<file path="config.mk">
export PLATFORM = sky130hd
export DESIGN_NAME = if_fetch
export DESIGN_NICKNAME = d
export VERILOG_FILES = /design/src/rtl/if_fetch_pkg.sv /design/src/rtl/if_fetch_queue.sv /design/src/rtl/if_fetch.sv
export SDC_FILE = /design/constraint.sdc
export NUM_CORES = 1
export LEC_CHECK = 0
export BUFFER_PORTS_ARGS = -buffer_cell sky130_fd_sc_hd__buf_2
export CELL_PAD_IN_SITES_DETAIL_PLACEMENT = 2
export CELL_PAD_IN_SITES_GLOBAL_PLACEMENT = 2
export CORE_UTILIZATION = 25
export CTS_BUF_LIST = sky130_fd_sc_hd__clkbuf_8
export CTS_CLUSTER_SIZE = 8
export DETAILED_ROUTE_END_ITERATION = 10
export PLACE_DENSITY = 0.7
export SYNTH_ARGS = -nofsm -noshare
export SYNTH_HDL_FRONTEND = slang
export SYNTH_SLANG_ARGS = --single-unit
</file>
<file path="constraint.sdc">
create_clock -name clk -period 7.74 [get_ports clk]
set_input_delay 0 -clock clk [delete_from_list [all_inputs] [get_ports clk]]
set_output_delay 0 -clock clk [all_outputs]
set_load 0.01 [all_outputs]
</file>
<file path="src/rtl/if_fetch_pkg.sv">
// ---------------------------------------------------------------------------
// if_fetch_pkg
//   Shared definitions for the instruction-fetch block.
//   - Bus-width / constant macros (`InstAddrBus, `InstBus, `ZeroWord,
//     `ChipEnable, `ChipDisable, `RstEnable) and fetch state encodings.
//   - fetch_state_e : fetch FSM state type (IDLE / RUN / HALT).
//   - fetch_entry_t : one fetch-queue entry {pc, inst}; with
//     IF_MISALIGN_TRAP_EN defined it also carries a misalign flag.
//   - next_pc()     : sequential PC increment (wraps mod 2^32).
//   Configuration macro: IF_MISALIGN_TRAP_EN.
// ---------------------------------------------------------------------------
`ifndef IF_FETCH_DEFINES_SVH
`define IF_FETCH_DEFINES_SVH
`define InstAddrBus 31:0
`define InstBus     31:0
`define ZeroWord    32'h0000_0000
`define ChipEnable  1'b1
`define ChipDisable 1'b0
`define RstEnable   1'b0
`define FETCH_IDLE  2'b00
`define FETCH_RUN   2'b01
`define FETCH_HALT  2'b10
`endif

package if_fetch_pkg;

    typedef enum logic [1:0] {
        ST_IDLE = `FETCH_IDLE,
        ST_RUN  = `FETCH_RUN,
        ST_HALT = `FETCH_HALT
    } fetch_state_e;

    typedef struct packed {
`ifdef IF_MISALIGN_TRAP_EN
        logic              misalign;
`endif
        logic [`InstAddrBus] pc;
        logic [`InstBus]     inst;
    } fetch_entry_t;

    localparam int ENTRY_W = $bits(fetch_entry_t);

    function automatic logic [31:0] next_pc(input logic [31:0] pc);
        return pc + 32'd4;
    endfunction

endpackage

</file>
<file path="src/rtl/if_fetch_queue.sv">
// ---------------------------------------------------------------------------
// if_fetch_queue
//   Generic synchronous FIFO used as the fetch queue.
//   Parameters: WIDTH (entry bits), DEPTH (entries, power of two).
//   Ports:
//     clk, rst      clock, synchronous active-low reset (empties the FIFO)
//     flush         discard all entries at the clock edge
//     enq, enq_data write enq_data at the tail (also allowed with flush:
//                   the written entry becomes the only entry)
//     deq           drop the head entry (caller only asserts when !empty)
//     full, empty   occupancy flags
//     head          entry at the read pointer (registered storage)
//   Caller contract: enq only when !full, or when deq is asserted in the
//   same cycle (count then stays unchanged).
// ---------------------------------------------------------------------------
module if_fetch_queue #(
    parameter int WIDTH = 64,
    parameter int DEPTH = 2
) (
    input  logic             clk,
    input  logic             rst,
    input  logic             flush,
    input  logic             enq,
    input  logic [WIDTH-1:0] enq_data,
    input  logic             deq,
    output logic             full,
    output logic             empty,
    output logic [WIDTH-1:0] head
);

    localparam int AW = (DEPTH > 1) ? $clog2(DEPTH) : 1;
    localparam int CW = AW + 1;
    localparam logic [CW-1:0] DEPTH_CNT = CW'(DEPTH);

    logic [WIDTH-1:0] mem_q [DEPTH];
    logic [AW-1:0]    wr_ptr_q, wr_ptr_d;
    logic [AW-1:0]    rd_ptr_q, rd_ptr_d;
    logic [AW-1:0]    wr_idx;
    logic [CW-1:0]    count_q, count_d;

    always_comb begin
        // A flush restarts both pointers at slot 0, so an entry written in
        // the flush cycle lands in slot 0 and becomes the new head.
        wr_idx = flush ? '0 : wr_ptr_q;
        if (flush) begin
            rd_ptr_d = '0;
            wr_ptr_d = enq ? AW'(1) : '0;
            count_d  = enq ? CW'(1) : '0;
        end else begin
            rd_ptr_d = rd_ptr_q + AW'(deq);
            wr_ptr_d = wr_ptr_q + AW'(enq);
            count_d  = count_q + CW'(enq) - CW'(deq);
        end
    end

    always_ff @(posedge clk) begin
        if (rst == `RstEnable) begin
            wr_ptr_q <= '0;
            rd_ptr_q <= '0;
            count_q  <= '0;
        end else begin
            wr_ptr_q <= wr_ptr_d;
            rd_ptr_q <= rd_ptr_d;
            count_q  <= count_d;
        end
    end

    // Storage needs no reset: nothing is visible until count_q is non-zero.
    always_ff @(posedge clk) begin
        if (enq) begin
            mem_q[wr_idx] <= enq_data;
        end
    end

    assign full  = (count_q == DEPTH_CNT);
    assign empty = (count_q == '0);
    assign head  = mem_q[rd_ptr_q];

endmodule

</file>
<file path="src/rtl/if_fetch.sv">
// ---------------------------------------------------------------------------
// if_fetch
//   Instruction-fetch initiator. Drives the instruction ROM (rom_ce /
//   rom_addr), captures the returned word together with its PC into a small
//   queue and presents the head entry to the ID stage.
//
//   Handshake: an entry transfers to ID in a cycle where if_valid and
//   id_ready are both 1 at the rising clk edge. if_valid never depends on
//   id_ready; id_ready is ignored while if_valid is 0.
//
//   Parameters:
//     RESET_PC     PC loaded on reset
//     QUEUE_DEPTH  fetch queue entries (power of two, 2..8)
//   Ports:
//     clk, rst          clock, synchronous active-low reset
//     redirect_valid    branch/jump taken: flush queue, load redirect_pc
//     redirect_pc       redirect target
//     id_ready          ID accepts the head entry this cycle
//     rom_ce, rom_addr  ROM request (address = current pc)
//     rom_inst          ROM data, valid in the same cycle as the request
//     if_valid/if_pc/if_inst  head entry towards ID
//     if_misalign       head entry is a misaligned-target fault
//                       (only with IF_MISALIGN_TRAP_EN)
//     dbg_state         current fetch FSM state
//   Configuration macro: IF_MISALIGN_TRAP_EN (misaligned redirect trap).
// ---------------------------------------------------------------------------
module if_fetch
    import if_fetch_pkg::*;
#(
    parameter logic [31:0] RESET_PC    = 32'h0000_0000,
    parameter int          QUEUE_DEPTH = 2
) (
    input  logic                clk,
    input  logic                rst,
    input  logic                redirect_valid,
    input  logic [`InstAddrBus] redirect_pc,
    input  logic                id_ready,
    output logic                rom_ce,
    output logic [`InstAddrBus] rom_addr,
    input  logic [`InstBus]     rom_inst,
    output logic                if_valid,
    output logic [`InstAddrBus] if_pc,
    output logic [`InstBus]     if_inst,
`ifdef IF_MISALIGN_TRAP_EN
    output logic                if_misalign,
`endif
    output fetch_state_e        dbg_state
);

    fetch_state_e        state_q, state_d;
    logic [`InstAddrBus] pc_q, pc_d;
    // Last entry handed to ID; shown while the queue is empty.
    logic [`InstAddrBus] hold_pc_q, hold_pc_d;
    logic [`InstBus]     hold_inst_q, hold_inst_d;

    logic         q_full, q_empty;
    logic         q_enq, q_deq;
    fetch_entry_t q_enq_data, q_head;
    logic         fetch_en;
    logic         redirect_misalign;

`ifdef IF_MISALIGN_TRAP_EN
    assign redirect_misalign = redirect_valid & (redirect_pc[1:0] != 2'b00);
`else
    assign redirect_misalign = 1'b0;
`endif

    // A redirect hides the head combinationally so no stale entry can be
    // accepted in the cycle it is being flushed.
    assign if_valid = ~q_empty & ~redirect_valid;
    assign q_deq    = if_valid & id_ready;

    // Fetch only while running, not while redirecting, and only if there is
    // room now or the head leaves in this same cycle.
    assign fetch_en = (state_q == ST_RUN) & ~redirect_valid & (~q_full | q_deq);

    always_comb begin
        state_d     = state_q;
        pc_d        = pc_q;
        hold_pc_d   = hold_pc_q;
        hold_inst_d = hold_inst_q;
        q_enq       = 1'b0;

        q_enq_data      = '0;
        q_enq_data.pc   = pc_q;
        q_enq_data.inst = rom_inst;

        case (state_q)
            ST_IDLE: state_d = ST_RUN;
            ST_RUN:  state_d = ST_RUN;
            ST_HALT: state_d = ST_HALT;
            default: state_d = ST_IDLE;
        endcase

        if (redirect_valid) begin
            // Low address bits are dropped; the trap build checks them first.
            pc_d = redirect_pc & 32'hFFFF_FFFC;
            if (redirect_misalign) begin
                // Fault entry: untouched target, zero instruction word.
                state_d         = ST_HALT;
                q_enq           = 1'b1;
                q_enq_data.pc   = redirect_pc;
                q_enq_data.inst = `ZeroWord;
`ifdef IF_MISALIGN_TRAP_EN
                q_enq_data.misalign = 1'b1;
`endif
            end else if (state_q == ST_HALT) begin
                state_d = ST_RUN;
            end
        end else if (fetch_en) begin
            q_enq = 1'b1;
            pc_d  = next_pc(pc_q);
        end

        if (q_deq) begin
            hold_pc_d   = q_head.pc;
            hold_inst_d = q_head.inst;
        end
    end

    always_ff @(posedge clk) begin
        if (rst == `RstEnable) begin
            state_q     <= ST_IDLE;
            pc_q        <= RESET_PC;
            hold_pc_q   <= '0;
            hold_inst_q <= `ZeroWord;
        end else begin
            state_q     <= state_d;
            pc_q        <= pc_d;
            hold_pc_q   <= hold_pc_d;
            hold_inst_q <= hold_inst_d;
        end
    end

    if_fetch_queue #(
        .WIDTH (ENTRY_W),
        .DEPTH (QUEUE_DEPTH)
    ) u_queue (
        .clk      (clk),
        .rst      (rst),
        .flush    (redirect_valid),
        .enq      (q_enq),
        .enq_data (q_enq_data),
        .deq      (q_deq),
        .full     (q_full),
        .empty    (q_empty),
        .head     (q_head)
    );

    assign rom_ce    = fetch_en ? `ChipEnable : `ChipDisable;
    assign rom_addr  = pc_q;
    assign if_pc     = q_empty ? hold_pc_q   : q_head.pc;
    assign if_inst   = q_empty ? hold_inst_q : q_head.inst;
    assign dbg_state = state_q;
`ifdef IF_MISALIGN_TRAP_EN
    assign if_misalign = ~q_empty & q_head.misalign;
`endif

endmodule

</file>
After elaboration in Yosys (flattened, before gate mapping)
Memory sizes are Yosys's and may differ from the RTL's. A register that Yosys moved wholly into a read port is not among the register bits.
Cells that the tools add are included.
{"block": "classes", "addsub": 5, "multipliers": 0, "n_div": 0, "magnitude_cmp": 0, "eq_ne": 3, "shifts": 0, "n_mux": 16, "bitwise": 9, "reduce_logical": 5}
{"cell": "$mux W32", "n": 4}
{"cell": "$add A32 B3 Y32 const B", "n": 1}
{"cell": "$mux W1", "n": 8}
{"cell": "$mux W2", "n": 3}
{"cell": "$and A1 B1 Y1", "n": 4}
{"cell": "$eq A2 B2 Y1 const B", "n": 2}
{"cell": "$logic_not A2 Y1", "n": 2}
{"cell": "$not A1 Y1", "n": 4}
{"cell": "$pmux W2 S2", "n": 1}
{"cell": "$reduce_or A2 Y1", "n": 2}
{"cell": "$add A1 B1 Y1", "n": 2}
{"cell": "$add A2 B1 Y2", "n": 1}
{"cell": "$eq A2 B1 Y1 const B", "n": 1}
{"cell": "$reduce_bool A2 Y1", "n": 1}
{"cell": "$sub A2 B1 Y2", "n": 1}
{"cell": "$or A1 B1 Y1", "n": 1}
{"block": "totals", "reg_bits": 102, "latch_bits": 0, "ramBits": 128, "mem_bits_ro": 0, "inputBits": 68, "out_inout_bits": 100, "wordCells": 47, "memories": 1}
{"name": "u_queue.mem_q", "words": 2, "width": 64, "rd": 1, "rd_clocked_by_memory_dff": 1, "write_ports": 1, "line": "if_fetch_queue.sv:35", "text": "logic [WIDTH-1:0] mem_q [DEPTH];"}

Depth between registers and ports, before layout
Gate-level depths: netlist (run 1).
{"block": "depth", "depth_word": 11, "mapped_depth": 11, "mapped_depth_nobuf": 8}

Cells and area by module
A second synthesis (run 1) with hierarchy kept.
{"block": "unflattened", "hier_cells": 842, "area_unflattened_um2": 9942.0}
{"module": "if_fetch_queue", "instances": 1, "cells_each": 223, "area_per_inst_um2": 5034.8, "seq_area_each_um2": 3923.8}
{"module": "if_fetch", "instances": 1, "cells_each": 619, "area_per_inst_um2": 4907.2, "seq_area_each_um2": 1921.8}

Worst setup path after synthesis (run 1)
Ideal clock, no wire load.
{"block": "synth_path", "path_kind": "register to register", "startpoint": "register state_q[0] (netlist: dbg_state[0])", "endpoint": "memory u_queue.mem_q[0][0] (enable)", "setup_time_ps": 559, "t_arrival_ps": 5179, "t_required_ps": 7181, "path_slack_ps": 2003, "stages_incl_launch_ff": 5, "path_buffers": 1, "synth_period_minus_slack_ps": 5737, "cell_sequence": "dfxtp_1 nand2b_4 buf_6 or2_2 nor3_1"}
{"block": "synth_via", "elab_chain_cells": 7}
{"item": "start: declaration", "line": "if_fetch.sv:50", "text": "fetch_state_e state_q, state_d;"}
{"item": "start signal: assignment", "line": "if_fetch.sv:128", "text": "state_q <= state_d;"}
{"item": "$eq A2 B1 Y1", "line": "if_fetch.sv:75", "text": "assign fetch_en = (state_q == ST_RUN) & ~redirect_valid & (~q_full | q_deq);"}
{"item": "$and A1 B1 Y1 (2 in a row)", "line": "if_fetch.sv:75"}
{"item": "$mux W1", "line": "if_fetch.sv:110", "text": "end else if (fetch_en) begin"}
{"item": "$mux W1", "line": "if_fetch.sv:95", "text": "if (redirect_valid) begin"}
{"item": "$mux W1", "line": "if_fetch_queue.sv:70", "text": "if (enq) begin"}
{"item": "$mux W1 (implied by the code)", "line": "if_fetch_queue.sv:71", "text": "mem_q[wr_idx] <= enq_data;"}
{"item": "end: declaration", "line": "if_fetch_queue.sv:35"}
Every way passes these cells.

Final worst setup path (run 1)
{"block": "layout_path", "startpoint": "register pc_q[2] (netlist: rom_addr[2])", "endpoint": "register pc_q[16] (netlist: rom_addr[16])"}
{"block": "layout_via", "elab_chain_cells": 3}
{"item": "start: declaration", "line": "if_fetch.sv:51", "text": "logic [`InstAddrBus] pc_q, pc_d;"}
{"item": "start signal: assignment", "line": "if_fetch.sv:129", "text": "pc_q <= pc_d;"}
{"item": "$add A32 B3 Y32", "line": "if_fetch_pkg.sv:44", "text": "return pc + 32'd4;"}
{"item": "$mux W32", "line": "if_fetch.sv:110"}
{"item": "$mux W32", "line": "if_fetch.sv:95"}
Every way passes these cells. The select of a mux whose other input is x is not followed.
A chain may end at the register's enable or synchronous reset.

==> results by stage, run 1 <==
Routing:
- The first TritonRoute pass finished after 4 iterations.
- The topmost layer with routed signal wires is met4.
- After detailed routing, the total wire length is 28.07 mm.
- The routed wire length on met3 is around 1.1 mm.
- The detailed router finished its first iteration with 210 violations.
- The wire length on met2 is 13.68 mm.
- For this block, wires on met1 add up to around 13 mm.
- The final antenna-violating net count is 0.
- The number of vias per cell is 4.667.
- The routed layout has between 7000 and 8000 vias.
- In the final routed layout, each cell accounts on average for around 18 um.
- The count of unresolved DRC violations after routing is 0.

Finish:
- The post-route netlist has 22.38% of its cells at a drive strength greater than 1.
- The net count reported at finish is around 1100.
- The filler cell count in the final layout is 3847.
- The area growth from synthesis to layout is 31.01%.

Setup path:
- The worst setup path is launched from a flop.
- For this design, the slowest cell found on the critical path is nor4_4.
- For the worst flop-to-flop path, the logic depth is 7.
- Counting buffers and inverters, the worst setup path is 7 cells deep.
- The worst endpoint data arrival time is between 3 and 4 ns.
- In this run the worst setup path terminates at rom_addr[16]$_SDFFE_PN0P_.
- The delay of the slowest cell on the worst path is ~0.58 ns.
- The worst setup path is captured at a flop.
- The largest driver fanout on the critical path is 9.
- The data required time of the critical path is about 8 ns.
- The cell family contributing the most delay on the critical path is simple AND/OR/NAND/NOR gates.
- The worst register-to-register path ends at rom_addr[16]$_SDFFE_PN0P_.
- The most prevalent standard cell on the critical path is nand4_1.
- The number of buffers and inverters on the critical path is 1.
- The worst register-to-register path begins at rom_addr[2]$_SDFFE_PN0P_.
- The slack of the worst reg-to-reg path is between 4 and 5 ns.
- Traced cell by cell, the critical path runs through ha_1 -> nand4_1 -> nor4_4 -> nand4_1 -> xnor2_1 -> o211a_1 -> dlygate4sd3_1.
- The kind of critical path is reg -> reg.
- The start point of the critical path is rom_addr[2]$_SDFFE_PN0P_.

Synthesis:
- The synthesized design contains roughly 120 enable-type register cells.
- The portion of synthesized cell area occupied by the leading cell type is 40.58%.
- In the synthesized netlist, the cells that appear most often are 124 x edfxtp_1, 98 x dfxtp_1, 81 x nand2_1.
- The portion of the post-synthesis area used by sequential elements is between 60 and 70%.
- The mean area per synthesized cell is ~12 um^2.
- The number of cells produced by synthesis is just under 800.
- Summed over all instances, the cell type with the most area after synthesis is edfxtp_1.
- Sorting the synthesized cells by area gives the leading types as edfxtp_1 41%, dfxtp_1 21%, o211a_1 7.2%, mux2i_1 6.8%, a21oi_1 4.3%.
- The total number of yosys warnings is 0.
- Summing every instance area after synthesis gives slightly above 0.009 mm^2.
- After synthesis, the netlist uses 43 different library cells.
- The most common cell in the netlist is edfxtp_1.
- Counting flops with an async set or reset pin after synthesis yields a share of 0%.
- The main flop type after synthesis is edfxtp_1.
- The synthesized design contains between 200 and 250 register bits.

Power and ir drop:
- The worst-case IR drop observed on VDD is 0.09732 mV.
- Total power for the finished layout comes to 2.677 mW.
- The total power per unit cell area is around 220 mW/mm^2.
- Summed over all cells, the static leakage comes to 5.247 nW.

Global routing:
- Entering global routing, the biggest net connects 86 pins.
- The via count of the first global-routing pass is approximately 7700.
- Summed over all layers, the global routing overflow is 0.
- The number of antenna violations at the first check in global routing was 1.
- The first global-routing pass estimated ~44 mm of wire.
- Global routing used 14.97% of the available tracks.

Place:
- The estimated wirelength of the detail-placed design is 16.67 mm.
- The congestion estimate from routability-driven global placement came to just over 0.7.
- At the placement stage, the worst setup path has a slack of 4.888 ns.
- Port buffering added about 160 buffers.

Floorplanning:
- In this run the vertical extent of the chip is roughly 190 um.
- The row count is just under 70.
- In this run the horizontal extent of the chip is around 190 um.
- The die outline area is around 0.037 mm^2.
- The effective utilization at floorplan is between 20% and 30%.
- Pin placement for this block handled roughly 170 I/O pins.
- The area of the core region is 0.03583 mm^2.

Timing:
- The total count of max-transition violations in the final report is 0.
- The final count of hold timing violations was 0.
- The post-route minimum period is 2.811 ns.
- Setup repair after global routing left no endpoint under its margin.
- The largest clock skew in the final design is about 0.016 ns.
- At the pin with the least slew margin, the transition time is approximately 1 ns.
- Setup violations remaining at the end of the flow were counted as 0.
- In the final timing run, aggregate negative setup slack is 0 ns.
- The highest achievable clock rate is between 300 and 400 MHz.
- In the finished design, the share of the clock period the worst path needs comes to a little over a third.
- The least setup slack across all paths after layout is 4.929 ns.
- The worst pin sits at a relative slew slack of 32.13%.

CTS:
- The H-tree generated during clock tree synthesis spans 2 levels.
- The clock passes through at most 3 buffers.
- The number of clock buffers inserted by TritonCTS is between 40 and 50.
- The count of clock tree sinks is 222.
- The clock-pin slew on the worst setup and hold paths is about 0.060 ns.
- The clock tree root driver cell is clkbuf_8.
- The clock reaches the later pin of the worst-skew pair after between 0.5 and 0.6 ns.
- TritonCTS built the clock tree.

Worst hold path:
- The tightest min-delay check is of the in -> reg type.

Run:
- The total of max-cap violations is 0.

Outcome:
- The flow ran to the end, and the final reports show no timing, DRC or antenna violations.
per-stage QoR:
step / util (%) / instance area [um^2] / cells / hold slack, ns
after CTS: 33.55 / 12020 / 1520 / 0.0004513
after floorplan: - / 9188 / 791 / 0.09887
after global routing: 33.55 / 12020 / 1521 / 0.01221
after global placement: 29.01 / 10390 / 1361 / 0.1888
final: 33.55 / 12020 / 1521 / 0.03355
after detailed placement: 29.01 / 10390 / 1361 / 0.1925
cells by family after synthesis:
logic type / Yosys count / share of synthesized area [%]
multiplexers: 63 / 6.886
other: 1 / 0.04087
AO/OA/AOI/OAI: 183 / 13.73
adder cells (fa/ha/maj): 3 / 0.4091
buffers and inverters: 65 / 3.041
flip-flops: 222 / 61.96
AND/OR/NAND/NOR: 222 / 11.17
XOR/XNOR: 29 / 2.768
placed cells by master, fill, tap and decap left out, types with 2 or more instances in the layout:
cell type,count
and3_1,4
nand2b_1,2
ha_1,3
xnor2_1,11
o21ai_0,33
nor3_1,4
and2_1,5
buf_2,160
mux2i_1,62
buf_4,9
inv_1,21
o211a_1,66
conb_1,4
nand4_1,12
xor2_1,18
clkbuf_8,48
dfxtp_1,97
a21oi_1,79
nor3b_1,2
nand2_1,81
edfxtp_1,124
and4_1,4
clkinv_1,7
clkinv_2,4
and3_4,2
nand3_1,22
nor2_1,72
dlygate4sd3_1,82
power breakdown:
group          switching [mW]  internal, mW  total, mW
clock                   0.504         0.599       1.10
sequential             0.0355          1.29       1.33
combinational           0.143         0.106      0.249
state kept, by name, indices dropped and copies added, names as in the netlist:
| signal | flops |
|---|---|
| u_queue.mem_q | 124 |
| rom_addr | 30 |
| hold_pc_q | 30 |
| dbg_state | 2 |
| u_queue.rd_ptr_q | 1 |
| u_queue.count_q | 2 |
| hold_inst_q | 32 |
| u_queue.wr_ptr_q | 1 |
per-layer routing:
| metal | vias to the layer above | track usage (%) |
|---|---|---|
| li1 | 3345 | - |
| met1 | 3556 | 19.01 |
| met2 | 157 | 25.66 |
| met3 | 41 | 2.824 |
| met4 | 0 | 4.533 |
| met5 | - | 0 |
cell type report:
cell class / instances / area [um^2] / share of cell area [%]
inverter: 5 / 18.77 / 0.1561
multi-input combinational: 504 / 3241 / 26.96
antenna: 1 / 2.502 / 0.02082
clock buffer: 48 / 660.6 / 5.495
timing repair buffer: 251 / 1689 / 14.05
clock inverter: 29 / 143.9 / 1.197
sequential: 222 / 5689 / 47.33
tap: 461 / 576.8 / 4.798
timing repair:
action / CTS / global route
gates resized for setup: 0 / 0
buffers inserted: 0 / 0
hold buffers: 82 / 0
endpoints found under the hold margin: 114 / 0
worst min path at each step:
stage | startpoint | to | slack, ns | cells past startpoint
finish | redirect_valid | rom_addr[6]$_SDFFE_PN0P_ | 0.03 | 2
global route | redirect_valid | rom_addr[6]$_SDFFE_PN0P_ | 0.01 | 2
CTS | redirect_valid | rom_addr[6]$_SDFFE_PN0P_ | 0.0005 | 2
detailed placement | rom_inst[25] | u_queue.mem_q[0][25]$_DFFE_PP_ | 0.19 | 1
global placement | rom_inst[24] | u_queue.mem_q[0][24]$_DFFE_PP_ | 0.19 | 1
floorplan | rom_inst[0] | u_queue.mem_q[0][0]$_DFFE_PP_ | 0.1 | 0
Note: power is estimated with default switching activity, not from simulation.
==> run 2: changes to the inputs <==
Clock period 7.74 ns to 2.9 ns, I/O delays scaled along.
==> run 2 against run 1 <==
Non-clock buffer count rose by 2. Critical endpoint is now if_pc[14]. Largest power group unchanged. Combinational power increased to 2.7 times the previous value. Die area unchanged. Hold slack better by 0.016 ns. Worst setup slack got worse by 4.3 ns.
==> results by stage, run 2 (synthesis results as in run 1) <==
Timing:
- The largest clock skew in the final design is ~0.024 ns.
- At the pin with the least slew margin, the transition time is 1.026 ns.
- The worst path meets setup with about 0.63 ns of slack.
- The total count of max-transition violations in the final report is 0.
- The final period utilization is between 70% and 80%.
- The final count of hold timing violations is 0.
- The headroom to the max-slew limit is approximately a third.
- Adding up every negative setup slack in the final design gives 0 ns.
- Static timing analysis puts the maximum clock frequency at 440.6 MHz.
- The count of final setup violators is 0.
- Setup repair after global routing left no endpoint under its margin.
- The post-route minimum period is 2.270 ns.

Routing:
- The routed wirelength normalized by instance count is ~19 um.
- The violation count after the first detailed-routing iteration is approximately 250.
- After detailed routing, the number of vias per cell comes to 4.687.
- The detailed-route via count is just over 7000.
- In the routed design, unresolved DRC markers number 0.
- Before antenna repair, the detailed router went through 5 iterations.
- The final antenna-violating net count is 0.
- Wires add up to roughly 28 mm.

Finish:
- Of the cells placed in the final design, the portion with a size suffix greater than 1 is roughly a quarter.
- The most flop-heavy register is u_queue.mem_q.
- The largest registers in the layout are u_queue.mem_q (124), hold_inst_q (32).
- From synthesis to final layout, the design area changed by 32.12%.
- In the final design database the tool counted 1100 nets.
- The library cell used most frequently in the layout, excluding fill and tap cells, is buf_2.
- The final antenna diode count is 0.
- Counting the fill cells in the layout gives between 3000 and 4000.
- The library cells used most frequently in the layout, excluding fill and tap cells, are 160 x buf_2, 124 x edfxtp_1, 97 x dfxtp_1.
- The flip-flop count of the largest register, all copies and words added is 124.

Global routing:
- The via count of the first global-routing pass is 7723.
- The global-route wire length before repair is 44.33 mm.
- Across every metal layer, demand over resource in global routing totals 15.19%.
- The number of antenna violations at the first check in global routing came to 0.
- Global routing finished with a remaining overflow of 0.
- The largest net degree at the start of global routing is 126.

Place:
- The estimated wirelength of the detail-placed design is between 15 and 20 mm.
- Prior to clock tree synthesis, the placed netlist has a worst setup slack of slightly above 0.8 ns.
- The port buffer count is 161.
- The placer's final routability congestion estimate is approximately 0.70.

CTS:
- The clock latency of the later-clocked register in the worst-skew pair is about 0.55 ns.
- In this run, post-CTS repair resized a total of 0 instances.
- The H-tree was split into 2 levels.
- The count of clock tree sinks is 222.
- The clock tree from TritonCTS is yes.
- The clock-pin slew on the worst setup and hold paths is around 0.06 ns.
- The maximum root-to-sink buffer count is 3.
- Counting the buffers created by CTS gives 43.
- The clock tree root driver cell is clkbuf_8.

Power and ir drop:
- Of the total power, the clock network draws around 42%.
- VDD sags by at most 0.2145 mV.
- The analysis attributes to net switching a power of 1.867 mW.
- The leakage power total is 5.273 nW.
- Combinational cells account for 9.2% of the total power.
- The design internal power is 5.434 mW.
- The share of power burned in registers is between 40% and 50%.
- Of the total power, the share spent switching nets is about a quarter.
- The total power per unit cell area is 602.2 mW/mm^2.

Setup path:
- The critical path is of the reg -> out type.
- The largest driver fanout on the critical path is 20.
- The type of element launching the critical path is a flop.
- The worst endpoint data arrival time is approximately 2.3 ns.
- The element type at the critical path end is an output port.
- The slowest cell on the critical path is dfxtp_4.
- For this run, the slowest stage of the critical path takes 0.61 ns.
- Walking the worst path, the cells encountered are buf_4 -> mux2i_1 -> a21oi_1 -> buf_2.
- Data on the critical path is required at its endpoint by ~2.9 ns.

Outcome:
- The flow ran to the end, and the final reports show no timing, DRC or antenna violations.

Floorplanning:
- Pin placement for this block handled about 170 I/O pins.
- The die outline area is ~0.037 mm^2.
- From bottom edge to top edge, the die measures ~190 um.
- Once the floorplan was initialized, standard cells occupied between 20% and 30% of the core.
- The floorplan step defined a core boundary enclosing 0.03583 mm^2.
- The row count is 69.
- In this run the horizontal extent of the chip is 193.6 um.

Worst hold path:
- The path category of the worst min-delay check is in -> reg.

Run:
- Max-cap violations in this run came to 0.
==> run 2: layout make-up <==
cell class	count	area (um^2)	area share, %
clock buffers	48	660.6	5.449
clock inverters	29	183.9	1.517
inverters	5	18.77	0.1548
multi-input cells	504	3253	26.83
flip-flops and latches	222	5689	46.92
well taps	461	576.8	4.757
repair buffers	253	1742	14.37
==> run 2: timing repair <==
action | in CTS | in global routing
hold buffers | 77 | 0
endpoints found under the hold margin | 117 | 0
setup buffers | 0 | 0
==> run 2: worst max-delay path, delay by kind of cell (launching register included) <==
kind	cells	cell delay [ns]
AO/OA/AOI/OAI	1	0.13
buffers and inverters	2	0.61
flip-flops	1	0.61
multiplexers	1	0.35
==> run 2: power by group through the flow <==
stage	clock network (mW)	registers (mW)	logic (mW)
2_1_floorplan	0	3.58	0.314
3_3_place_gp	0	3.59	0.584
3_5_place_dp	0	3.60	0.596
4_1_cts	3.23	3.53	0.682
5_1_grt	3.37	3.55	0.739
6_report	3.10	3.53	0.674
==> run 2: path summary, 6_finish.rpt <==
kind,from,slack (ns),endpoint,cells past startpoint
worst min register to register,hold_pc_q[4]$_SDFFE_PN0N_,0.50,hold_pc_q[4]$_SDFFE_PN0N_,1
worst max-delay path,u_queue.rd_ptr_q$_SDFF_PP0_,0.63,if_pc[14],4
worst max register to register,u_queue.count_q[1]$_SDFF_PP0_,0.70,rom_addr[31]$_SDFFE_PN0P_,8
worst min-delay path,redirect_valid,0.05,rom_addr[12]$_SDFFE_PN0P_,3
==> run 2: stage by stage <==
step,util (%),cells,cell area [um^2],hold slack [ns],total power [mW]
after global placement,29.33,1368,10510,0.1896,4.173
after floorplan,-,791,9200,0.09887,3.897
after global routing,33.84,1522,12120,0.03053,7.659
after detailed placement,29.33,1368,10510,0.1939,4.196
final,33.84,1522,12120,0.04915,7.302
after CTS,33.84,1522,12120,0.001494,7.450
==> run 2: per-layer routing <==
metal	GRT usage (%)	share of wire, %
met1	17.85	42
met2	27.57	51
met3	3.051	4.4
met4	4.741	2.6
met5	0	0
